**src/rtl/reg_bank_scanner_if.sv**
```systemverilog
// reg_bank_scanner_if: register-bank read port shared between the bank and the scanner.
interface reg_bank_scanner_if #(
  parameter int ADDR_W = 5,
  parameter int DATA_W = 16
);
  logic [ADDR_W-1:0] rd_addr;
  logic              rd_en;
  logic [DATA_W-1:0] rd_data;
  modport master (output rd_addr, rd_en, input rd_data);
  modport slave  (input rd_addr, rd_en, output rd_data);
endinterface

```
**src/rtl/reg_bank_scanner.sv**
```systemverilog
// reg_bank_scanner: walks the register bank and presents each {addr, value} pair for display.
// Optional SCAN_CHECKSUM_EN adds a running checksum port over the captured values.
module reg_bank_scanner #(
  parameter int NREGS       = 16,
  parameter int ADDR_W      = 5,
  parameter int DATA_W      = 16,
  parameter int RD_LAT      = 1,
  parameter int HOLD_CYCLES = 50_000_000
) (
  input  logic              clk,
  input  logic              rst,
  input  logic              start,
  input  logic              auto_mode,
  input  logic              step_n,
  reg_bank_scanner_if.master bank,
  output logic              busy,
  output logic              done,
  output logic [ADDR_W-1:0] disp_addr,
  output logic [DATA_W-1:0] disp_data,
  output logic              disp_valid
`ifdef SCAN_CHECKSUM_EN
  ,
  output logic [DATA_W-1:0] checksum
`endif
);
  typedef enum logic [2:0] {IDLE, ADDR, WAIT, CAPTURE, HOLD, DONE} state_t;
  state_t state, state_n;
  logic [ADDR_W-1:0] idx, idx_n, rd_addr_q;
  logic [7:0] wait_cnt;
  logic [31:0] hold_cnt;
  logic [2:0] key_s;
  logic step_pulse, hold_done, hold_exit, last;
  assign step_pulse = key_s[2] & ~key_s[1];
  assign last       = idx == ADDR_W'(NREGS - 1);
  assign hold_done  = hold_cnt == 32'(HOLD_CYCLES - 1);
  assign hold_exit  = auto_mode ? hold_done : step_pulse;
  assign busy       = state inside {ADDR, WAIT, CAPTURE, HOLD};
  assign done       = state == DONE;
  assign bank.rd_en   = state == ADDR;
  assign bank.rd_addr = rd_addr_q;
  always_comb begin
    state_n = state;
    idx_n   = idx;
    case (state)
      IDLE:    if (start) begin state_n = ADDR; idx_n = '0; end
      ADDR:    state_n = RD_LAT == 0 ? CAPTURE : WAIT;
      WAIT:    state_n = wait_cnt == 8'(RD_LAT - 1) ? CAPTURE : WAIT;
      CAPTURE: state_n = HOLD;
      HOLD:    if (hold_exit) begin state_n = last ? DONE : ADDR; idx_n = last ? idx : idx + ADDR_W'(1); end
      default: state_n = IDLE;
    endcase
  end
  // disp_* load on the edge entering CAPTURE, when rd_data is valid for the current address
  always_ff @(posedge clk) begin
    if (rst) begin
      state      <= IDLE;
      idx        <= '0;
      rd_addr_q  <= '0;
      wait_cnt   <= '0;
      hold_cnt   <= '0;
      key_s      <= 3'b111;
      disp_addr  <= '0;
      disp_data  <= '0;
      disp_valid <= 1'b0;
    end else begin
      state    <= state_n;
      idx      <= idx_n;
      key_s    <= {key_s[1:0], step_n};
      wait_cnt <= state == WAIT ? wait_cnt + 8'd1 : 8'd0;
      hold_cnt <= state == HOLD ? (hold_done ? hold_cnt : hold_cnt + 32'd1) : 32'd0;
      if (state_n == ADDR) rd_addr_q <= idx_n;
      if (state == IDLE && start) disp_valid <= 1'b0;
      if (state_n == CAPTURE) begin
        disp_addr  <= idx;
        disp_data  <= bank.rd_data;
        disp_valid <= 1'b1;
      end
    end
  end
`ifdef SCAN_CHECKSUM_EN
  always_ff @(posedge clk) begin
    if (rst || (state == IDLE && start)) checksum <= '0;
    else if (state_n == CAPTURE) checksum <= checksum + bank.rd_data;
  end
`endif
endmodule
```
**src/flat_wrapper.sv**
```systemverilog
// flat-port wrapper written by rule: the top's interface ports become plain ports
module reg_bank_scanner_flat 
#(
  parameter int NREGS       = 16,
  parameter int ADDR_W      = 5,
  parameter int DATA_W      = 16,
  parameter int RD_LAT      = 1,
  parameter int HOLD_CYCLES = 50_000_000
)
  (clk, rst, start, auto_mode, step_n, busy, done, disp_addr, disp_data, disp_valid, bank_rd_addr, bank_rd_en, bank_rd_data);
  reg_bank_scanner_if #(.ADDR_W(ADDR_W), .DATA_W(DATA_W)) bank_i ();
  input  logic clk;
  input  logic rst;
  input  logic start;
  input  logic auto_mode;
  input  logic step_n;
  output logic busy;
  output logic done;
  output logic [ADDR_W-1:0] disp_addr;
  output logic [DATA_W-1:0] disp_data;
  output logic disp_valid;
  output wire logic [$bits(bank_i.rd_addr)-1:0] bank_rd_addr;
  output wire logic [$bits(bank_i.rd_en)-1:0] bank_rd_en;
  input wire logic [$bits(bank_i.rd_data)-1:0] bank_rd_data;
  assign bank_rd_addr = bank_i.rd_addr;
  assign bank_rd_en = bank_i.rd_en;
  assign bank_i.rd_data = bank_rd_data;
  reg_bank_scanner #(.NREGS(NREGS), .ADDR_W(ADDR_W), .DATA_W(DATA_W), .RD_LAT(RD_LAT), .HOLD_CYCLES(HOLD_CYCLES)) u_core (.clk(clk), .rst(rst), .start(start), .auto_mode(auto_mode), .step_n(step_n), .bank(bank_i), .busy(busy), .done(done), .disp_addr(disp_addr), .disp_data(disp_data), .disp_valid(disp_valid));
endmodule
```
**config.mk**
```make
export PLATFORM = sky130hd
export DESIGN_NAME = reg_bank_scanner_flat
export DESIGN_NICKNAME = d
export VERILOG_FILES = /design/src/rtl/reg_bank_scanner_if.sv /design/src/rtl/reg_bank_scanner.sv /design/src/flat_wrapper.sv
export SDC_FILE = /design/constraint.sdc
export NUM_CORES = 1
export LEC_CHECK = 0
export CAP_MARGIN = 10
export CORE_MARGIN = 2
export CORE_UTILIZATION = 50
export CTS_CLUSTER_DIAMETER = 80
export CTS_CLUSTER_SIZE = 16
export DETAILED_ROUTE_END_ITERATION = 6
export PLACE_DENSITY = 0.75
export SLEW_MARGIN = 10
export SYNTH_ARGS = -nofsm -noshare
export SYNTH_HDL_FRONTEND = slang
export SYNTH_SLANG_ARGS = --single-unit
export TNS_END_PERCENT = 10
```
**constraint.sdc**
```tcl
create_clock -name clk -period 3.6 [get_ports clk]
set_input_delay 0.72 -clock clk [delete_from_list [all_inputs] [get_ports clk]]
set_output_delay 0.72 -clock clk [all_outputs]
set_load 0.02 [all_outputs]
```
==> results of run 1 <==
[synthesized netlist by cell type, drive strengths merged (2+ instances only)]
library cell  count
nor3b             5
o21ai            16
nand4b            2
clkbuf           21
nor2b             2
and2              2
or2               6
inv               8
o31ai             8
nand4             8
nor4              5
mux2              3
dfxtp            78
nand3            20
or4               8
a211oi            2
nor3             15
and4              2
nand2            63
or3              17
xnor2            15
nor4b             2
buf               2
a21oi            42
nor2             26
ha                4
xor2              5
and3              6
[worst max path at each step]
stage,startpoint,to,slack (ps),cells after the start
6_report,u_core.hold_cnt[0],u_core.bank.rd_addr[4],1010,6
5_1_grt,u_core.hold_cnt[0],u_core.bank.rd_addr[3],830,6
4_1_cts,u_core.hold_cnt[0],u_core.bank.rd_addr[4],990,6
3_5_place_dp,auto_mode,u_core.bank.rd_addr[3],770,6
3_3_place_gp,auto_mode,u_core.bank.rd_addr[4],840,6
2_1_floorplan,u_core.hold_cnt[0],u_core.bank.rd_addr[3],1200,7
[layout make-up]
class / instances / area share, %
multi-input cells: 300 / 41.8
flip-flops and latches: 78 / 37.3
inverters: 9 / 0.807
clock buffers: 9 / 2.96
repair buffers: 54 / 12.7
clock inverters: 6 / 2.09
well taps: 80 / 2.39
[stage by stage]
stage / worst slack [ps] / utilization [%] / hold WS [ps] / power [mW]
floorplan: 1200 / - / 389 / 1.07
global placement: 836 / 59.2 / 398 / 1.17
detailed placement: 769 / 59.2 / 408 / 1.17
CTS: 988 / 62.3 / 432 / 1.87
global route: 830 / 62.3 / 446 / 1.93
finish: 1010 / 62.3 / 429 / 1.85
[power breakdown]
part           internal [mW]  total (mW)  switching, mW  leakage [nW]
Combinational          0.106       0.236          0.130         0.562
Clock                  0.386       0.698          0.312         0.109
Sequential             0.891       0.914         0.0231         0.630
[registers in the layout, summed over array words and instances (netlist names)]
signal / count
u_core.bank.rd_addr: 5
u_core.disp_addr: 5
u_core.disp_data: 16
u_core.disp_valid: 1
u_core.hold_cnt: 32
u_core.idx: 5
u_core.key_s: 3
u_core.state: 3
u_core.wait_cnt: 8
[critical path, cell delays in order, from the launching register on]
cell and delay [ps]:
dfxtp_1 370, ha_1 200, nand2_1 130, or3_1 540, or4_4 630, a22oi_4 260, mux2_2 360
[metal layers]
metal	global-route usage (%)	wire, microns	vias up
met1	25.6	3300	1356
met3	5.21	404	10
met4	5.97	102	0
met2	35.5	3430	73
met5	0	0	-
li1	-	-	1543
[cell families after synthesis]
group,share of synthesized area [%]
and+or+nand+nor,29.1
AOI/OAI and AO/OA,13.9
DFF,45.4
buffers and inverters,3.75
xor gates and xnor gates,5.09
muxes,1.27
adders and majority gates,1.46
==> impl_results.md, run 1 <==
* Mapped Cells at 410
* Clock transition at path regs at 80 ps
* Hold path startpoint: u_core.key_s[0]
* Fmax achieved at around 390 MHz
* Synthesis Warnings at 0
* Reg2reg end: u_core.bank.rd_addr[4]
* Chip Width at slightly below 90 microns
* P per Cell Area at between 400 and 500 nW/um^2
* Vias in the first global route at 2811
* Area delta synth->final at 21.7%
* Synth Register Bits at between 70 and 80
* Hold Fails Final Rpt at 0
* Finished layout cell area at 4190 sq um
* Lkg Pwr at between 1 and 1.5 nW
* Clk_skew at ~9.3 ps
* R2R Setup Slk at a little over 1000 ps
* Iteration-0 DRC Markers at 136
* Initial antenna violation count at 0
* Ports at 51
* WS Path Type: flop to flop
* Vias at between 2000 and 3000
* Period utilization at ~72%
* Synth top area share at between 40% and 50%
* Initial core utilization at ~51%
* Slew @ Worst Pin at about 870 ps
* Layout cell share with drive strength beyond 1 at under 10%
* Cell Count Post-Placement at 521
* Filler instances at 603
* Vias per inst at between 5 and 6
* DIE AREA at between 7000 and 8000 sq um
* Async SR Flop Fraction at 0%
* Non-filler cells, final at around 540
* Global-route wire length before repair at around 13 mm
* Clock sinks at 78
* Total global routing overflow at 0
* Worst skew pair latency at ~350 ps
* CP Max Fanout at 10
* Clock Tree Buf Depth at 2
* Register area share after synthesis at a little under half
* H-tree depth at 3
* Largest net degree at the start of global routing at 32
* R2R cell count at 6
* # setup viols final at 0
* Post-CTS Setup Repair Bufs at 0
* Cell taking the most area after synthesis: dfxtp_1
* Maxcap violations at 0
* Hold path cells at 1
* Post-Syn Nets at around 440
* Slew Limit Fails at 0
* TritonRoute pass-1 iters at 4
* Post-CTS sizing at 0
* Total GRT Usage at roughly a fifth
* Die height at 86.9 microns
* Hold endpoint: u_core.key_s[1]
* Cts bufs inserted at 9
* CTS Hold Bufs at 0
* Synth area leaders: dfxtp_1 45%, nand2_1 6.9%, a21oi_1 6.1%
* CTS tree: done
* DP HPWL at between 5 and 6 mm
* Crit end category: flop
* Hold Crit Class: flop to flop
* RePlAce Congestion at between 0.8 and 0.9
* N_diodes at 0
* Status: finished, final reports clean
* ANT nets after route at 0
* Cell Rows at 30
* Commonest non-fill, non-tap cell in the layout: dfxtp_1
* Main synth FF type: dfxtp_1
* Crit Reg-Reg Startpoint: u_core.hold_cnt[0]
* Maximum vdd drop at 0.348 mV
* Multi-input gate area at approximately 1700 sq um
* Tmin final at roughly 2600 ps
* Sum of negative setup slack at 0 ps
* Synthesized area per cell at between 8 and 9 sq um
* Register area at 1560 sq um
* Most frequent cells in the layout: 78 x dfxtp_1, 63 x nand2_1, 50 x clkdlybuf4s50_1
* Area after DPL at slightly below 4000 sq um
* Data required, critical path at approximately 3800 ps
* Total wire length at approximately 7.2 mm
* Worst Path Arrival at about 2800 ps
* Synth unique cells at 49
* DRC at 0
* Final net count at approximately 480
* Unrepaired setup endpoints after global routing: no
* Cell Area, Synth at 3440 sq um
* Input/output buffers at 50
* Crit start category: flop
* Root Buffer: clkbuf_8
* Avg WL per Cell at between 10 and 15 microns
* Core area at 6720 sq um
* EDFF count, synth at 0
* Slew HR at about 42%
No activity file was read; power rests on OpenSTA's default activity.
==> run 2, diff against run 1 <==
- CORE_UTILIZATION: 50 -> 48
- clock period: 3.6 -> 2.28 ns (I/O delays scaled with it)
==> run 2 against run 1 <==
  * Core utilization up 1.9 points
  * First-iteration DRC count up 15%
  * Die area is 4.0% higher
  * Hold slack worse by 10 ps
  * Flip-flop and latch count stayed put
  * Critical endpoint is now busy
  * Largest cell class unchanged
  * Largest power group unchanged
==> impl_results.md, run 2 (same netlist as run 1, synthesis figures left out) <==
* Iteration-0 DRC Markers at 156 (was 136)
* Clock sinks at 78 (unchanged)
* Final net count at 498 (was 477)
* Post-CTS Setup Repair Bufs at 0 (unchanged)
* Initial antenna violation count at 0 (unchanged)
* Crit end category: primary output (was flop)
* Vias at 3095 (was 2982)
* Slew Limit Fails at 0 (unchanged)
* Hold Crit Class: flop to flop (unchanged)
* Hold Fails Final Rpt at 0 (unchanged)
* Die height at 88.7 microns (was 86.9 microns)
* Root Buffer: clkbuf_8 (unchanged)
* Data required, critical path at 1820 ps (was 3840 ps)
* Layout cell share with drive strength beyond 1 at 14.4% (was 8.33%)
* R2R cell count at 6 (unchanged)
* Max reg flops at 32 (unchanged)
* Hold_ws at 419 ps (was 429 ps)
* Tmin final at around 2200 ps
* Total global routing overflow at 0 (unchanged)
* Global-route wire length before repair at 12.6 mm (unchanged)
* Total GRT Usage at 20.3% (was 20.7%)
* Hold path startpoint: u_core.key_s[0] (unchanged)
* Slew HR at 66.0% (was 42.1%)
* # setup viols final at 0 (unchanged)
* Largest net degree at the start of global routing at 32 (unchanged)
* Hold endpoint: u_core.key_s[1] (unchanged)
* DIE AREA at 7860 sq um (was 7560 sq um)
* Worst Path Arrival at 1730 ps (was 2830 ps)
* Core area at 6870 sq um (was 6720 sq um)
* Maximum vdd drop at 0.429 mV (was 0.348 mV)
* Commonest non-fill, non-tap cell in the layout: dfxtp_1 (unchanged)
* CTS Hold Bufs at 0 (unchanged)
* ANT nets after route at 0 (unchanged)
* WS Path Type: flop to primary output (was flop to flop)
* Cts bufs inserted at 9 (unchanged)
* Clk_skew at 11.3 ps (was 9.31 ps)
* Crit start category: flop (unchanged)
* Worst skew pair latency at 350 ps (about the same)
* Slew @ Worst Pin at 509 ps (was 866 ps)
* TritonRoute pass-1 iters at 5 (was 4)
* P per Cell Area at 671 nW/um^2 (was 442 nW/um^2)
* Period utilization at between 90% and 100%
* Area delta synth->final at 28.2% (was 21.7%)
* Most frequent cells in the layout: 74 x dfxtp_1, 62 x nand2_1, 49 x clkdlybuf4s50_1 (was 78 x dfxtp_1, 63 x nand2_1, 50 x clkdlybuf4s50_1)
* Clock Tree Buf Depth at 2 (unchanged)
* Clock transition at path regs at 80 ps (about the same)
* Finished layout cell area at 4410 sq um (was 4190 sq um)
* Fmax achieved at roughly 460 MHz
* Vias in the first global route at 2858 (was 2811)
* Crit Reg-Reg Startpoint: u_core.hold_cnt[24] (was u_core.hold_cnt[0])
* Largest Register: u_core.hold_cnt (unchanged)
* Cell Rows at 30 (unchanged)
* Input/output buffers at 50 (unchanged)
* Chip Width at 88.7 microns (was 86.9 microns)
* Initial core utilization at 50.1% (was 51.2%)
* H-tree depth at 3 (unchanged)
* Area after DPL at 4170 sq um (was 3980 sq um)
* Top flop regs: u_core.hold_cnt x32, u_core.disp_data x16, u_core.wait_cnt x8 (unchanged)
* Vias per inst at 5.39 (was 5.56)
* Hold path cells at 1 (unchanged)
* Reg2reg end: u_core.bank.rd_addr[4] (unchanged)
* R2R Setup Slk at 100 ps (was 1010 ps)
* Util after Layout at 64.2% (was 62.3%)
* N_diodes at 0 (unchanged)
* Ports at 51 (unchanged)
* DRC at 0 (unchanged)
* RePlAce Congestion at 0.851 (was 0.858)
* Avg WL per Cell at 13.3 microns (was 13.5 microns)
* CP Max Fanout at 9 (was 10)
* Total wire length at 7.64 mm (was 7.23 mm)
* Unrepaired setup endpoints after global routing: no (unchanged)
* CTS tree: done (unchanged)
* Maxcap violations at 0 (unchanged)
* Status: finished, final reports clean (unchanged)
* Lkg Pwr at 1.43 nW (was 1.30 nW)
* DP HPWL at 5.51 mm (was 5.12 mm)
## run 2: cell count changes in the layout (fill, tap and decap cells not counted), sizes merged
cell / change
dlymetal6s2s: +1
clkdlybuf4s50: -1
buf: +21
clkbuf: +1
clkinvlp: +1
clkinv: -1
## run 2: worst max path at each step
stage	start	end	slack, ps	cells after the start
after floorplan	u_core.hold_cnt[1]	u_core.bank.rd_addr[3]	70	7
after global placement	start	u_core.bank.rd_addr[2]	20	6
after detailed placement	start	u_core.bank.rd_addr[2]	-30	6
after CTS	u_core.state[1]	busy	40	3
after global routing	u_core.hold_cnt[4]	u_core.hold_cnt[31]	3	5
final	u_core.state[1]	busy	100	3
## run 2: cell type report
type | instances | area (sq um)
sequential | 78 | 1570
inverter | 9 | 33.8
timing repair buffer | 75 | 691
multi-input combinational | 300 | 1780
clock buffer | 10 | 128
fill | 585 | 2460
tap | 96 | 120
clock inverter | 6 | 86.3
## run 2: timing repair
item | CTS | global route
gates resized for setup | 1 | 7
cloned | 0 | 0
pin swaps | 0 | 1
setup endpoints to repair | 1 | 16
## run 2: per-layer routing
layer / wire length, microns / track usage (%) / vias up
li1: - / - / 1587
met1: 3340 / 24.0 / 1435
met2: 3840 / 35.1 / 65
met3: 380 / 4.76 / 8
met4: 81 / 8.26 / 0
met5: 0 / 0 / -
## run 2: per-stage QoR
| stage | std cells | setup TNS [ps] | setup slack [ps] | power, mW |
|---|---|---|---|---|
| detailed placement | 558 | -33.0 | -33.0 | 1.88 |
| floorplan | 410 | 0 | 70.8 | 1.70 |
| global route | 574 | 0 | 3.21 | 3.08 |
| global placement | 558 | 0 | 20.8 | 1.87 |
| finish | 574 | 0 | 95.6 | 2.96 |
| CTS | 574 | 0 | 36.7 | 2.98 |
## run 2: power by group
| group | total [mW] | leakage, nW | switching [mW] | internal (mW) |
|---|---|---|---|---|
| registers | 1.45 | 0.632 | 0.0368 | 1.41 |
| clock network | 1.11 | 0.106 | 0.495 | 0.615 |
| logic | 0.402 | 0.688 | 0.212 | 0.190 |
## run 2: critical path: stages (launching register included)
cell and delay (ps):
dfxtp_2 370, nor2_1 220, xnor2_1 150, clkdlybuf4s50_1 630
==> run 3, diff against run 2 <==
- GPL_TIMING_DRIVEN: default -> 0
==> run 3 against run 2 <==
  * Hold slack worse by 3.2 ps
  * Total power up 3.3%
  * Final cell count decreased by 1.0%
  * Sequential share of layout area up 0.54 points
  * Via count is essentially flat
  * Maximum frequency down 4.1%
  * Sequential power about the same
  * Critical path type is now flop to flop
  * Largest cell class unchanged
  * Largest power group unchanged
  * Highest routed layer unchanged
==> impl_results.md, run 3 (same netlist as run 1, synthesis figures left out) <==
* Status: finished, final reports clean (unchanged)
* Worst slack at placement at -422 ps (was -33.0 ps)
* Vias in the first global route at 2927 (was 2858)
* Slowest cell on the critical path: or4_4 (was clkdlybuf4s50_1)
* Multi-input gate area at 1820 sq um (was 1780 sq um)
* N_diodes at 0 (unchanged)
* Hold endpoint: u_core.key_s[1] (unchanged)
* Chip Width at 88.7 microns (unchanged)
* R2R Setup Slk at 2 ps (was 100 ps)
* Hold path cells at 1 (unchanged)
* Most frequent cells in the layout: 71 x dfxtp_1, 62 x nand2_1, 49 x clkdlybuf4s50_1 (was 74 x dfxtp_1, 62 x nand2_1, 49 x clkdlybuf4s50_1)
* Crit end category: flop (was primary output)
* Cts bufs inserted at 9 (unchanged)
* Worst setup margin at 2.36 ps (was 95.6 ps)
* Vias per inst at 5.44 (was 5.39)
* Commonest non-fill, non-tap cell in the layout: dfxtp_1 (unchanged)
* P per Cell Area at 700 nW/um^2 (was 671 nW/um^2)
* Crit start category: flop (unchanged)
* Final net count at 492 (was 498)
* RePlAce Congestion at 0.788 (was 0.851)
* Area after DPL at 4060 sq um (was 4170 sq um)
* # setup viols final at 0 (unchanged)
* Hold path startpoint: u_core.key_s[0] (unchanged)
* CTS Hold Bufs at 0 (unchanged)
* Total GRT Usage at 20.2% (was 20.3%)
* Maxcap violations at 0 (unchanged)
* Initial antenna violation count at 0 (unchanged)
* Vias at 3092 (was 3095)
* Root Buffer: clkbuf_8 (unchanged)
* Input/output buffers at 49 (was 50)
* Hold Fails Final Rpt at 0 (unchanged)
* Maximum vdd drop at 0.376 mV (was 0.429 mV)
* WS Path Type: flop to flop (was flop to primary output)
* Register area at 1580 sq um (was 1570 sq um)
* Iteration-0 DRC Markers at 148 (was 156)
* Worst Path Arrival at 2540 ps (was 1730 ps)
* Largest net degree at the start of global routing at 13 (was 32)
* Crit-path max cell delay at 460 ps (was 630 ps)
* Slew @ Worst Pin at 478 ps (was 509 ps)
* Clk_skew at 7.73 ps (was 11.3 ps)
* Avg WL per Cell at 13.5 microns (was 13.3 microns)
* Area delta synth->final at 27.0% (was 28.2%)
* DP HPWL at 5.48 mm (was 5.51 mm)
* Filler instances at 612 (was 585)
* Cell Rows at 30 (unchanged)
* Slew Limit Fails at 0 (unchanged)
* Total global routing overflow at 0 (unchanged)
* Total wire length at 7.68 mm (was 7.64 mm)
* Initial core utilization at 50.1% (unchanged)
* Tmin final at 2280 ps (was 2180 ps)
* Data required, critical path at 2550 ps (was 1820 ps)
* Non-filler cells, final at 568 (was 574)
* Finished layout cell area at 4370 sq um (was 4410 sq um)
* DIE AREA at 7860 sq um (unchanged)
* Core area at 6870 sq um (unchanged)
* DRC at 0 (unchanged)
* Fmax achieved at 439 MHz (was 458 MHz)
* Ports at 51 (unchanged)
* Layout cell share with drive strength beyond 1 at 11.2% (was 14.4%)
* ANT nets after route at 0 (unchanged)
* Clock sinks at 78 (unchanged)
* R2R cell count at 7 (was 6)
* Unrepaired setup endpoints after global routing: yes (was no)
* CTS tree: done (unchanged)
* Max reg flops at 32 (unchanged)
* Global-route wire length before repair at 12.6 mm (about the same)
* Cell Count Post-Placement at 555 (was 558)
* TritonRoute pass-1 iters at 4 (was 5)
* Lkg Pwr at 1.36 nW (was 1.43 nW)
* Hold Crit Class: flop to flop (unchanged)
* Reg2reg end: u_core.bank.rd_addr[2] (was u_core.bank.rd_addr[4])
* Die height at 88.7 microns (unchanged)
* Crit Reg-Reg Startpoint: u_core.hold_cnt[1] (was u_core.hold_cnt[24])
* Slew HR at 68.1% (was 66.0%)
* Clock transition at path regs at 80 ps (about the same)
* Clock Tree Buf Depth at 2 (unchanged)
* Cells along the critical path: ha_4 > nand2_2 > or3_1 > buf_6 > or4_4 > a221o_1 > o32ai_2 (was nor2_1 > xnor2_1 > clkdlybuf4s50_1)
* H-tree depth at 3 (unchanged)
* Period utilization at 99.9% (was 95.8%)
* Hold_ws at 415 ps (was 419 ps)
* Largest Register: u_core.hold_cnt (unchanged)
* Top flop regs: u_core.hold_cnt x32, u_core.disp_data x16, u_core.wait_cnt x8 (unchanged)
* CP Max Fanout at 10 (was 9)
* Worst skew pair latency at 350 ps (about the same)
==> run 3: cell types whose count changed in the layout (fill, tap and decap cells not counted), sizes merged <==
cell / delta
bufinv: +1
clkinvlp: -1
clkinv: -2
dlymetal6s2s: -1
buf: -21
clkbuf: +18
==> run 3: metrics by stage <==
step           util (%)  TNS [ps]  total power, mW
2_1_floorplan         -         0             1.70
3_3_place_gp       59.2     -4340             1.86
3_5_place_dp       59.2     -4800             1.87
4_1_cts            62.9         0             3.08
5_1_grt            63.6     -97.4             3.17
6_report           63.6         0             3.06
==> run 3: area by class of cell <==
type | count | share of cell area, %
buffer | 19 | 2.09
clock buffer | 12 | 3.09
clock inverter | 4 | 2.18
inverter | 9 | 0.774
multi-input combinational | 300 | 41.6
sequential | 78 | 36.1
tap | 96 | 2.75
timing repair buffer | 50 | 11.4
==> run 3: worst max path at each step <==
stage                        endpoint          startpoint  slack [ps]  cells after the start
2_1_floorplan  u_core.bank.rd_addr[3]  u_core.hold_cnt[1]          70                      7
5_1_grt        u_core.bank.rd_addr[2]  u_core.hold_cnt[1]         -50                      7
3_3_place_gp   u_core.bank.rd_addr[3]           auto_mode        -440                      6
4_1_cts        u_core.bank.rd_addr[3]           auto_mode           6                      6
6_report       u_core.bank.rd_addr[2]  u_core.hold_cnt[1]           2                      7
3_5_place_dp   u_core.bank.rd_addr[4]           auto_mode        -420                      6
==> run 3: timing repair <==
action / CTS / global route
setup buffers: 1 / 0
gates resized for setup: 9 / 15
pin swaps: 1 / 1
endpoints found under the setup margin: 21 / 22
==> run 3: worst max-delay path, delay by kind of cell, from the launching register on <==
family                     cells  cell delay [ps]
buffers and inverters          1              150
DFF                            1              380
AOI/OAI and AO/OA              2              570
and+or+nand+nor                3              930
adders and majority gates      1              150
==> run 3: report_power, final <==
part           leakage [nW]  internal [mW]  switching (mW)  total [mW]
sequential            0.634           1.41          0.0376        1.44
clock                 0.115          0.727           0.491        1.22
combinational         0.608          0.179           0.216       0.395
total                  1.36           2.31           0.745        3.06
==> run 3: layer usage <==
metal | share of wire (%) | wire [microns] | GRT usage, % | up-vias
met1 | 45 | 3440 | 23.6 | 1428
met5 | 0 | 0 | 0 | -
met4 | 2.3 | 176 | 10.5 | 0
met3 | 4.9 | 373 | 4.01 | 17
met2 | 48 | 3700 | 34.7 | 72
li1 | - | - | - | 1575
==> edit: new RTL, settings of run 2 <==
`HOLD_CYCLES` is set to 50_000_000 in 2 places; all go to 25_000_000.
--- a/src/rtl/reg_bank_scanner.sv
+++ b/src/rtl/reg_bank_scanner.sv
@@ -6,5 +6,5 @@
   parameter int DATA_W      = 16,
   parameter int RD_LAT      = 1,
-  parameter int HOLD_CYCLES = 50_000_000
+  parameter int HOLD_CYCLES = 25_000_000
 ) (
   input  logic              clk,
--- a/src/flat_wrapper.sv
+++ b/src/flat_wrapper.sv
@@ -6,5 +6,5 @@
   parameter int DATA_W      = 16,
   parameter int RD_LAT      = 1,
-  parameter int HOLD_CYCLES = 50_000_000
+  parameter int HOLD_CYCLES = 25_000_000
 )
   (clk, rst, start, auto_mode, step_n, busy, done, disp_addr, disp_data, disp_valid, bank_rd_addr, bank_rd_en, bank_rd_data);
Formal check against the unedited RTL: same outputs for any inputs over 10 cycles, from zero or initial values and one cycle with rst high; that may be too few to reach the edited logic, so the function may still have changed.
==> edit against run 2 <==
Setup slack better by 62 ps; wire length up 6.1%; non-clock buffer count down 5; synthesized cell count up 1.5%; final cell count up 1.0%; sequential share of layout area down 0.29 points; core utilization about the same; power up 8.3%; synthesized area up 0.69%; sequential cell count unchanged; cell area up 0.57%; critical endpoint is now u_core.hold_cnt[31].
==> edit: results (changes against run 2) <==
Critical path arrival = 2400 ps (was 1730 ps)
Reg2Reg Depth = 5 (was 6)
Pleak = 1.45 nW (was 1.43 nW)
Drt via density = 5.61 (was 5.39)
Crit Path Max Fanout = 10 (was 9)
GRT Resource Usage Total = 22.0% (was 20.3%)
Critical path's largest stage delay = 600 ps (was 630 ps)
DRT iter0 DRCs = 189 (was 156)
Synth unique cells = 46 (was 49)
Layout cells sized above 1 = 10.7% (was 14.4%)
Status = complete, no violations (unchanged)
Post-Synth XOR/XNOR Area = 6.07% (was 5.09%)
Adder-cell share of the synthesized area = 1.45% (was 1.46%)
Slew @ Worst Pin = 508 ps (was 509 ps)
R2R setup slack = 160 ps (was 100 ps)
Period utilisation layout = 93.1% (was 95.8%)
CP max stage cell = or4_4 (was clkdlybuf4s50_1)
Post-synth top cells = dfxtp_1, nand2_1, a21oi_1, nor2_1, o21ai_0 (was dfxtp_1, nand2_1, a21oi_1, nor2_1, clkbuf_1)
FF-to-FF Start = u_core.hold_cnt[6] (was u_core.hold_cnt[24])
Clk_skew = 7.68 ps (was 11.3 ps)
GPL Wtd Cong = 0.952 (was 0.851)
Syn Area/Cell = 8.33 sq um (was 8.39 sq um)
First-pass GRT wire length = 13500 um (was 12600 um)
Placement-stage cell area = 4170 sq um (about the same)
Ranking of synthesized cells by area = dfxtp_1, nand2_1, a21oi_1, xnor2_1, nor2_1 (was dfxtp_1, nand2_1, a21oi_1, xnor2_1, nand3_1)
Post-Syn Nets = 441 (was 435)
Worst VDD drop = 0.456 mV (was 0.429 mV)
Seq/Total Area, Yosys = 45.1% (was 45.4%)
Synth Area in Compound Gates = 13.3% (was 13.9%)
Metal2 WL = 3880 um (was 3840 um)
Wire per inst = 14.0 um (was 13.3 um)
Post-Layout Cell Count = 580 (was 574)
Met3 GRT Util = 7.39% (was 4.76%)
Met1 wire length = 3580 um (was 3340 um)
Met3 WL = 454 um (was 380 um)
Final #Nets = 504 (was 498)
Port Buffers = 50 (unchanged)
Hold_ws = 417 ps (was 419 ps)
M2 GR Usage = 35.2% (was 35.1%)
Critical path class = register to register (was register to primary output)
Met1 Use GR = 26.8% (was 24.0%)
R2r endpoint = u_core.hold_cnt[31] (was u_core.bank.rd_addr[4])
Post-synthesis mux area share = 0.578% (was 1.27%)
Vias in the first global route = 3016 (was 2858)
Pin count of the biggest net entering global routing = 34 (was 32)
DPL Wire Length = 5780 um (was 5510 um)
CTS resizes = 0 (was 1)
Ant diodes = 0 (unchanged)
Min-delay src = u_core.key_s[0] (unchanged)
## edit: changes by cell type in the layout (fill, tap and decap cells not counted), sizes merged, moves of 4 or more
cell / delta
o21ai: +5
a21oi: -4
nor4: +10
or3: -7
or4: -6
and4: +5
nand3b: +4
nor3: -6
nor2: +8
buf: -5
## edit: critical path: cells and delay by family (launching register included)
family | cells | cell delay [ps]
AO/OA/AOI/OAI | 1 | 160
AND/OR/NAND/NOR | 4 | 1420
flip-flops | 1 | 470
## edit: power by group
| part | internal [mW] | total [mW] | switching (mW) |
|---|---|---|---|
| logic | 0.192 | 0.430 | 0.237 |
| clock network | 0.838 | 1.33 | 0.492 |
| registers | 1.41 | 1.44 | 0.0356 |
| total | 2.44 | 3.20 | 0.765 |
## edit: layout make-up
type / count / area (sq um)
well taps: 96 / 120
clock inverters: 6 / 134
fillers: 596 / 2470
repair buffers: 70 / 651
flip-flops and latches: 78 / 1560
multi-input cells: 310 / 1800
inverters: 10 / 37.5
clock buffers: 10 / 128
